<file path="config.mk">
export PLATFORM = sky130hd
export DESIGN_NAME = psum_accum
export DESIGN_NICKNAME = d
export VERILOG_FILES = /design/src/rtl/psum_accum.sv
export SDC_FILE = /design/constraint.sdc
export NUM_CORES = 2
export LEC_CHECK = 0
export CORE_MARGIN = 4
export CORE_UTILIZATION = 45
export CTS_CLUSTER_SIZE = 24
export DETAILED_ROUTE_END_ITERATION = 16
export GPL_TIMING_DRIVEN = 0
export HOLD_SLACK_MARGIN = 0.12
export PLACE_DENSITY = 0.7
export SYNTH_ARGS = -nofsm -noshare
export SYNTH_HDL_FRONTEND = slang
export SYNTH_SLANG_ARGS = --single-unit
</file>
<file path="constraint.sdc">
create_clock -name clk_i -period 10.6 [get_ports clk_i]
set_clock_uncertainty 0.15 [all_clocks]
set_input_delay 1.06 -clock clk_i [delete_from_list [all_inputs] [get_ports clk_i]]
set_output_delay 1.06 -clock clk_i [all_outputs]
set_load 0.01 [all_outputs]
</file>
<file path="src/rtl/psum_accum.sv">
// psum_accum: output-side accumulator behind the PE array.
// Captures per-column partial sums, accumulates them over G_NUM_PASSES
// input-channel passes with signed saturation, then drains the finished
// ofmap tile column-major on a registered valid/ready stream.
// Optional feature macro: PSUM_ACCUM_RELU_EN (ReLU applied at drain only).
module psum_accum #(
   parameter int G_ARRAY_WIDTH = 4,
   parameter int G_TOP_BITS    = 2,
   parameter int G_BOT_BITS    = 14,
   parameter int G_OFMAP_WIDTH = 24,
   parameter int G_NUM_PASSES  = 3
) (
   input  logic                                                 clk_i,
   input  logic                                                 rst_i,
   input  logic                                                 start_i,
   input  logic [0:G_ARRAY_WIDTH-1]                             psum_vld_i,
   input  logic [0:G_ARRAY_WIDTH-1][G_TOP_BITS+G_BOT_BITS-1:0]  psum_i,
   output logic                                                 ofmap_vld_o,
   input  logic                                                 ofmap_rdy_i,
   output logic [G_TOP_BITS+G_BOT_BITS-1:0]                     ofmap_o,
   output logic                                                 ofmap_last_o,
   output logic                                                 busy_o,
   output logic                                                 done_o,
   output logic                                                 overflow_o
);

   localparam int D  = G_TOP_BITS + G_BOT_BITS;
   localparam int XW = $clog2(G_OFMAP_WIDTH + 1);
   localparam int CW = (G_ARRAY_WIDTH > 1) ? $clog2(G_ARRAY_WIDTH) : 1;
   localparam int PW = (G_NUM_PASSES > 1) ? $clog2(G_NUM_PASSES) : 1;

   localparam logic [XW-1:0]       X_FULL = XW'(G_OFMAP_WIDTH);
   localparam logic [XW-1:0]       X_LAST = XW'(G_OFMAP_WIDTH - 1);
   localparam logic [CW-1:0]       C_LAST = CW'(G_ARRAY_WIDTH - 1);
   localparam logic [PW-1:0]       P_LAST = PW'(G_NUM_PASSES - 1);
   localparam logic signed [D-1:0] S_MAX  = {1'b0, {(D-1){1'b1}}};
   localparam logic signed [D-1:0] S_MIN  = {1'b1, {(D-1){1'b0}}};

   typedef enum logic [1:0] {IDLE, ACCUM, DRAIN} state_t;

   state_t state;
   state_t state_nxt;

   logic signed [D-1:0] buf_mem [G_ARRAY_WIDTH][G_OFMAP_WIDTH];
   logic [XW-1:0]       wr_idx  [G_ARRAY_WIDTH];
   logic [PW-1:0]       pass_cnt;
   logic [CW-1:0]       rd_c;
   logic [XW-1:0]       rd_x;
   logic                rd_end;

   logic [0:G_ARRAY_WIDTH-1] wr_en;
   logic [0:G_ARRAY_WIDTH-1] col_full;
   logic signed [D:0]        sum_ext [G_ARRAY_WIDTH];
   logic signed [D-1:0]      wr_val  [G_ARRAY_WIDTH];
   logic                     pass_done;
   logic                     tile_done;
   logic                     drop;
   logic                     start_acc;
   logic                     drain_load;
   logic                     drain_hs;
   logic                     last_hs;
   logic signed [D-1:0]      rd_val;
   logic signed [D-1:0]      rd_out;

   // Per-column write enables, saturating sums, drop detection and pass completion
   always_comb begin
      pass_done = (state == ACCUM);
      drop      = (state == DRAIN) && (|psum_vld_i);
      for (int c = 0; c < G_ARRAY_WIDTH; c++) begin
         wr_en[c]    = (state == ACCUM) && psum_vld_i[c] && (wr_idx[c] != X_FULL);
         col_full[c] = (wr_idx[c] == X_FULL) || (wr_en[c] && (wr_idx[c] == X_LAST));
         sum_ext[c]  = {buf_mem[c][wr_idx[c]][D-1], buf_mem[c][wr_idx[c]]}
                     + {psum_i[c][D-1], psum_i[c]};
         if (pass_cnt == '0) begin
            wr_val[c] = psum_i[c];
         end else if (sum_ext[c][D] != sum_ext[c][D-1]) begin
            wr_val[c] = sum_ext[c][D] ? S_MIN : S_MAX;
         end else begin
            wr_val[c] = sum_ext[c][D-1:0];
         end
         if ((state == ACCUM) && psum_vld_i[c] && !wr_en[c]) begin
            drop = 1'b1;
         end
         pass_done = pass_done && col_full[c];
      end
      tile_done = pass_done && (pass_cnt == P_LAST);
   end

   // State register
   always_ff @(posedge clk_i) begin
      if (rst_i) begin
         state <= IDLE;
      end else begin
         state <= state_nxt;
      end
   end

   // Next-state decode: start opens a tile, last pass ends accumulation, last handshake ends drain
   always_comb begin
      state_nxt = state;
      case (state)
         IDLE:    if (start_i)   state_nxt = ACCUM;
         ACCUM:   if (tile_done) state_nxt = DRAIN;
         DRAIN:   if (last_hs)   state_nxt = IDLE;
         default: state_nxt = IDLE;
      endcase
   end

   // Output and control decode from the current state
   always_comb begin
      busy_o     = (state != IDLE);
      start_acc  = (state == IDLE) && start_i;
      drain_hs   = ofmap_vld_o && ofmap_rdy_i;
      last_hs    = drain_hs && ofmap_last_o;
      drain_load = (state == DRAIN) && !rd_end && (!ofmap_vld_o || ofmap_rdy_i);
      rd_val     = buf_mem[rd_c][rd_x];
   end

`ifdef PSUM_ACCUM_RELU_EN
   // Drained values with the sign bit set are forced to zero
   always_comb begin
      rd_out = rd_val[D-1] ? '0 : rd_val;
   end
`else
   // Drained values leave exactly as accumulated
   always_comb begin
      rd_out = rd_val;
   end
`endif

   // Write pointers and pass counter: advance on accepted psums, rewind when a non-final pass completes
   always_ff @(posedge clk_i) begin
      if (rst_i || start_acc) begin
         pass_cnt <= '0;
         for (int c = 0; c < G_ARRAY_WIDTH; c++) begin
            wr_idx[c] <= '0;
         end
      end else if (state == ACCUM) begin
         if (pass_done && (pass_cnt != P_LAST)) begin
            pass_cnt <= pass_cnt + 1'b1;
            for (int c = 0; c < G_ARRAY_WIDTH; c++) begin
               wr_idx[c] <= '0;
            end
         end else begin
            for (int c = 0; c < G_ARRAY_WIDTH; c++) begin
               if (wr_en[c]) begin
                  wr_idx[c] <= wr_idx[c] + 1'b1;
               end
            end
         end
      end
   end

   // Row buffer: first pass overwrites so no clear is needed, later passes store the saturated sum
   always_ff @(posedge clk_i) begin
      for (int c = 0; c < G_ARRAY_WIDTH; c++) begin
         if (wr_en[c]) begin
            buf_mem[c][wr_idx[c]] <= wr_val[c];
         end
      end
   end

   // Drain output register: load the next element whenever the slot is empty or being consumed
   always_ff @(posedge clk_i) begin
      if (rst_i) begin
         ofmap_vld_o  <= 1'b0;
         ofmap_last_o <= 1'b0;
         ofmap_o      <= '0;
         rd_c         <= '0;
         rd_x         <= '0;
         rd_end       <= 1'b0;
         done_o       <= 1'b0;
      end else begin
         done_o <= last_hs;
         if (start_acc) begin
            rd_c   <= '0;
            rd_x   <= '0;
            rd_end <= 1'b0;
         end
         if (drain_load) begin
            ofmap_o      <= rd_out;
            ofmap_vld_o  <= 1'b1;
            ofmap_last_o <= (rd_c == C_LAST) && (rd_x == X_LAST);
            if (rd_x == X_LAST) begin
               rd_x <= '0;
               if (rd_c == C_LAST) begin
                  rd_c   <= '0;
                  rd_end <= 1'b1;
               end else begin
                  rd_c <= rd_c + 1'b1;
               end
            end else begin
               rd_x <= rd_x + 1'b1;
            end
         end else if (drain_hs) begin
            ofmap_vld_o  <= 1'b0;
            ofmap_last_o <= 1'b0;
         end
      end
   end

   // Sticky overflow: set on any dropped psum, cleared by reset or an accepted start
   always_ff @(posedge clk_i) begin
      if (rst_i || start_acc) begin
         overflow_o <= 1'b0;
      end else if (drop) begin
         overflow_o <= 1'b1;
      end
   end

endmodule

</file>
==> results.json <==
{
  "status": "finished with violations",
  "violations": "max-capacitance violations, max-slew violations",
  "crit_path_cell_trace": "clkbuf_2 -> buf_2 -> buf_1 -> mux4_2 -> a22oi_1 -> o221ai_1 -> ha_1 -> a2111oi_0 -> o21ai_1 -> nand4_1 -> a21oi_1 -> nor3_1 -> nor2_1 -> nor2_1 -> a22oi_2 -> buf_8 -> buf_8",
  "place_ws_ns": 0.843,
  "initial_core_util_pct": 45.4,
  "netlist-cell-type-count": 73,
  "clock-root-buffer": "clkbuf_16",
  "die_h_um": 422,
  "cp_data_required_time_ns": 11.05,
  "io_buffers": 92,
  "cts_setup_buffers": 0,
  "fin_crit_sh_pct": 94.1,
  "grt_pass1_wl_um": 529000,
  "synthArstFlopShare_pct": 0,
  "antenna_found_initial": 77,
  "gr-usage-all-layers_pct": 46.4,
  "power.total_mw": 15.9,
  "dpl_cell_area_mm2": 0.0851,
  "grt_max_degree": 25,
  "fillers": 13000,
  "ys_ff_latch": 1588,
  "synth_fa_ha_area_share_pct": 1.61,
  "crit_end": "buf_mem[2][1]",
  "setup-violations-final": 0,
  "cts_sinks": 1588,
  "grt-ovfl-total": 0,
  "place_inst": 6542,
  "vdd_drop_max_uv": 170,
  "synth-compound-area-share_pct": 4.00,
  "cts_hold_buf": 0,
  "drc_errors": 0,
  "path_max_fanout": 12,
  "drt-met1-wl_um": 128000,
  "critPathSlowestCell": "buf_1",
  "top_layer": "met5",
  "fin_area_mm2": 0.0911,
  "max-slew-margin-rel_pct": -11.0,
  "ys_seq_area_share_pct": 61.4,
  "netlist.area_leader.share_pct": 60.4,
  "stdcell_count": 6923,
  "cts_tree": "done",
  "via_count": 56800,
  "leakage_nw": 28.0,
  "hold_depth": 2,
  "r2r_setup_slack_ns": 0.63,
  "fp-row-count": 151,
  "yosys-top-cells-area": "edfxtp_1 60%, mux4_2 26%, ha_1 1.4%",
  "die_area_mm2": 0.178,
  "p_per_area_mw_per_mm2": 175,
  "coreArea_mm2": 0.170,
  "synth_area_mm2": 0.0771,
  "synth_top_flop_cell": "edfxtp_1",
  "yosys_warnings": 0,
  "worstRegToRegCells": 17,
  "drtIter0Drc": 13400,
  "synth_edf_count": 1551,
  "first_pass_iters": 7,
  "cp-startpoint": "wr_idx[2][1]",
  "die_w_um": 422,
  "yosysMostFrequentCell": "edfxtp_1",
  "hp-class": "flip-flop to flip-flop",
  "endpoint_kind": "flip-flop",
  "drive_above_1_share_pct": 34.5,
  "synth_top_family_by_area": "multiplexers",
  "cts_buffer_depth": 3,
  "fin_ws_ns": 0.628,
  "fin_util_pct": 53.6,
  "dp_hpwl_um": 308000,
  "routabilityCongestion": 1.14,
  "drtAntennaViolNets": 0,
  "grt_pass1_vias": 50500,
  "numCtsBuffers": 169,
  "crit_type": "flip-flop to flip-flop",
  "synth_simple_gate_area_share_pct": 3.28,
  "synth_xor_area_share_pct": 0.614,
  "critPathArrivalTime_ns": 10.42,
  "vias_per_cell": 8.20,
  "synthMuxAreaShare_pct": 27.3,
  "max_freq_mhz": 100,
  "max_stage_delay_ns": 1.16,
  "timing.rr.start": "wr_idx[2][1]",
  "synth_top_area_cell": "edfxtp_1",
  "clk_pin_slew_ns": 0.07,
  "r2r-end": "buf_mem[2][1]",
  "insertion_delay_ns": 0.89,
  "wl_per_cell_um": 60.5,
  "finalHoldViolations": 0,
  "maxCapViolations": 14,
  "totalNegativeSetupSlack_ns": 0,
  "wl_um": 419000,
  "io_pins": 93,
  "cts_resized": 0,
  "worstMarginPinSlew_ns": 1.62,
  "rsz0062_at_grt": "false",
  "multi_input_area_mm2": 0.0297,
  "area_growth_pct": 18.1,
  "fin_nets": 4660,
  "synthTopCellsByCount": "1,551 x edfxtp_1, 883 x mux4_2, 176 x nor2_1",
  "critical_path.startpoint_type": "flip-flop",
  "fin_hold_ws_ns": 0.320,
  "regArea_mm2": 0.0473,
  "avgSynthCellArea_um2": 18.9,
  "synthCells": 4076,
  "met3WireLength_um": 86300,
  "htreeDepth": 4,
  "wl_met2_um": 159000,
  "maxSlewViolCount": 137,
  "min_period_ns": 9.97,
  "synthesis.nets": 4236
}
==> registers in the layout (all words and copies together), names as in the netlist <==
register	flops
buf_mem	1536
wr_idx	20
ofmap_o	16
rd_x	5
pass_cnt	2
rd_c	2
state	2
done_o	1
ofmap_last_o	1
ofmap_vld_o	1
overflow_o	1
rd_end	1
==> layer usage <==
metal	vias to the layer above	global-route usage (%)
li1	18500	-
met1	29000	52.4
met2	7312	59.1
met3	1879	33.4
met4	60	35.8
met5	-	4.06
==> cells by family after synthesis <==
group                    Yosys count
flip-flops                      1588
XOR/XNOR                          54
adder cells (fa/ha/maj)           99
AO/OA/AOI/OAI                    457
AND/OR/NAND/NOR                  544
buffers and inverters            339
multiplexers                     995
==> worst min path at each step <==
stage | start | end
after floorplan | rd_end | rd_end
after global placement | rd_end | rd_end
after detailed placement | rd_end | rd_end
after CTS | rd_end | rd_end
after global routing | rd_end | rd_end
final | rd_end | rd_end
==> layout by cell type, fill, tap and decap left out, types with 29 or more instances in the layout <==
cell / n
nor2b_1: 29
nand3_1: 32
edfxtp_1: 1551
mux4_2: 883
nor2_2: 38
buf_16: 49
a22oi_1: 43
clkbuf_1: 153
clkdlybuf4s50_1: 92
o21ai_0: 34
buf_2: 73
a2bb2oi_4: 29
buf_8: 34
buf_1: 35
nor2_1: 100
clkbuf_16: 171
mux2i_1: 100
nor2_4: 38
diode_2: 65
buf_6: 42
dfxtp_1: 37
a21oi_1: 106
xnor2_1: 34
ha_1: 84
clkinv_1: 30
buf_12: 35
inv_1: 53
nand2_1: 163
clkbuf_2: 37
==> final cells by class <==
class / instances / share of cell area [%]
Antenna cell: 65 / 0.179
Clock inverter: 97 / 1.28
Clock buffer: 214 / 4.99
Tap cell: 2218 / 3.05
Multi-Input combinational cell: 2149 / 32.6
Buffer: 285 / 1.42
Sequential cell: 1588 / 52.0
Timing Repair Buffer: 253 / 4.34
Inverter: 54 / 0.223
==> critical path: cells and delay by family, from the launching register on <==
family	cells	cell delay (ns)
multiplexers	1	0.54
AND/OR/NAND/NOR	4	2.40
AO/OA/AOI/OAI	6	2.59
flip-flops	1	0.36
adder cells (fa/ha/maj)	1	0.41
buffers and inverters	5	3.16
==> power by group <==
part	switching (mW)	internal [mW]	leakage (nW)
combinational	1.91	0.763	10.9
clock	2.71	3.59	2.79
sequential	0.0236	6.93	14.3
Note: power is estimated with default switching activity, not from simulation.
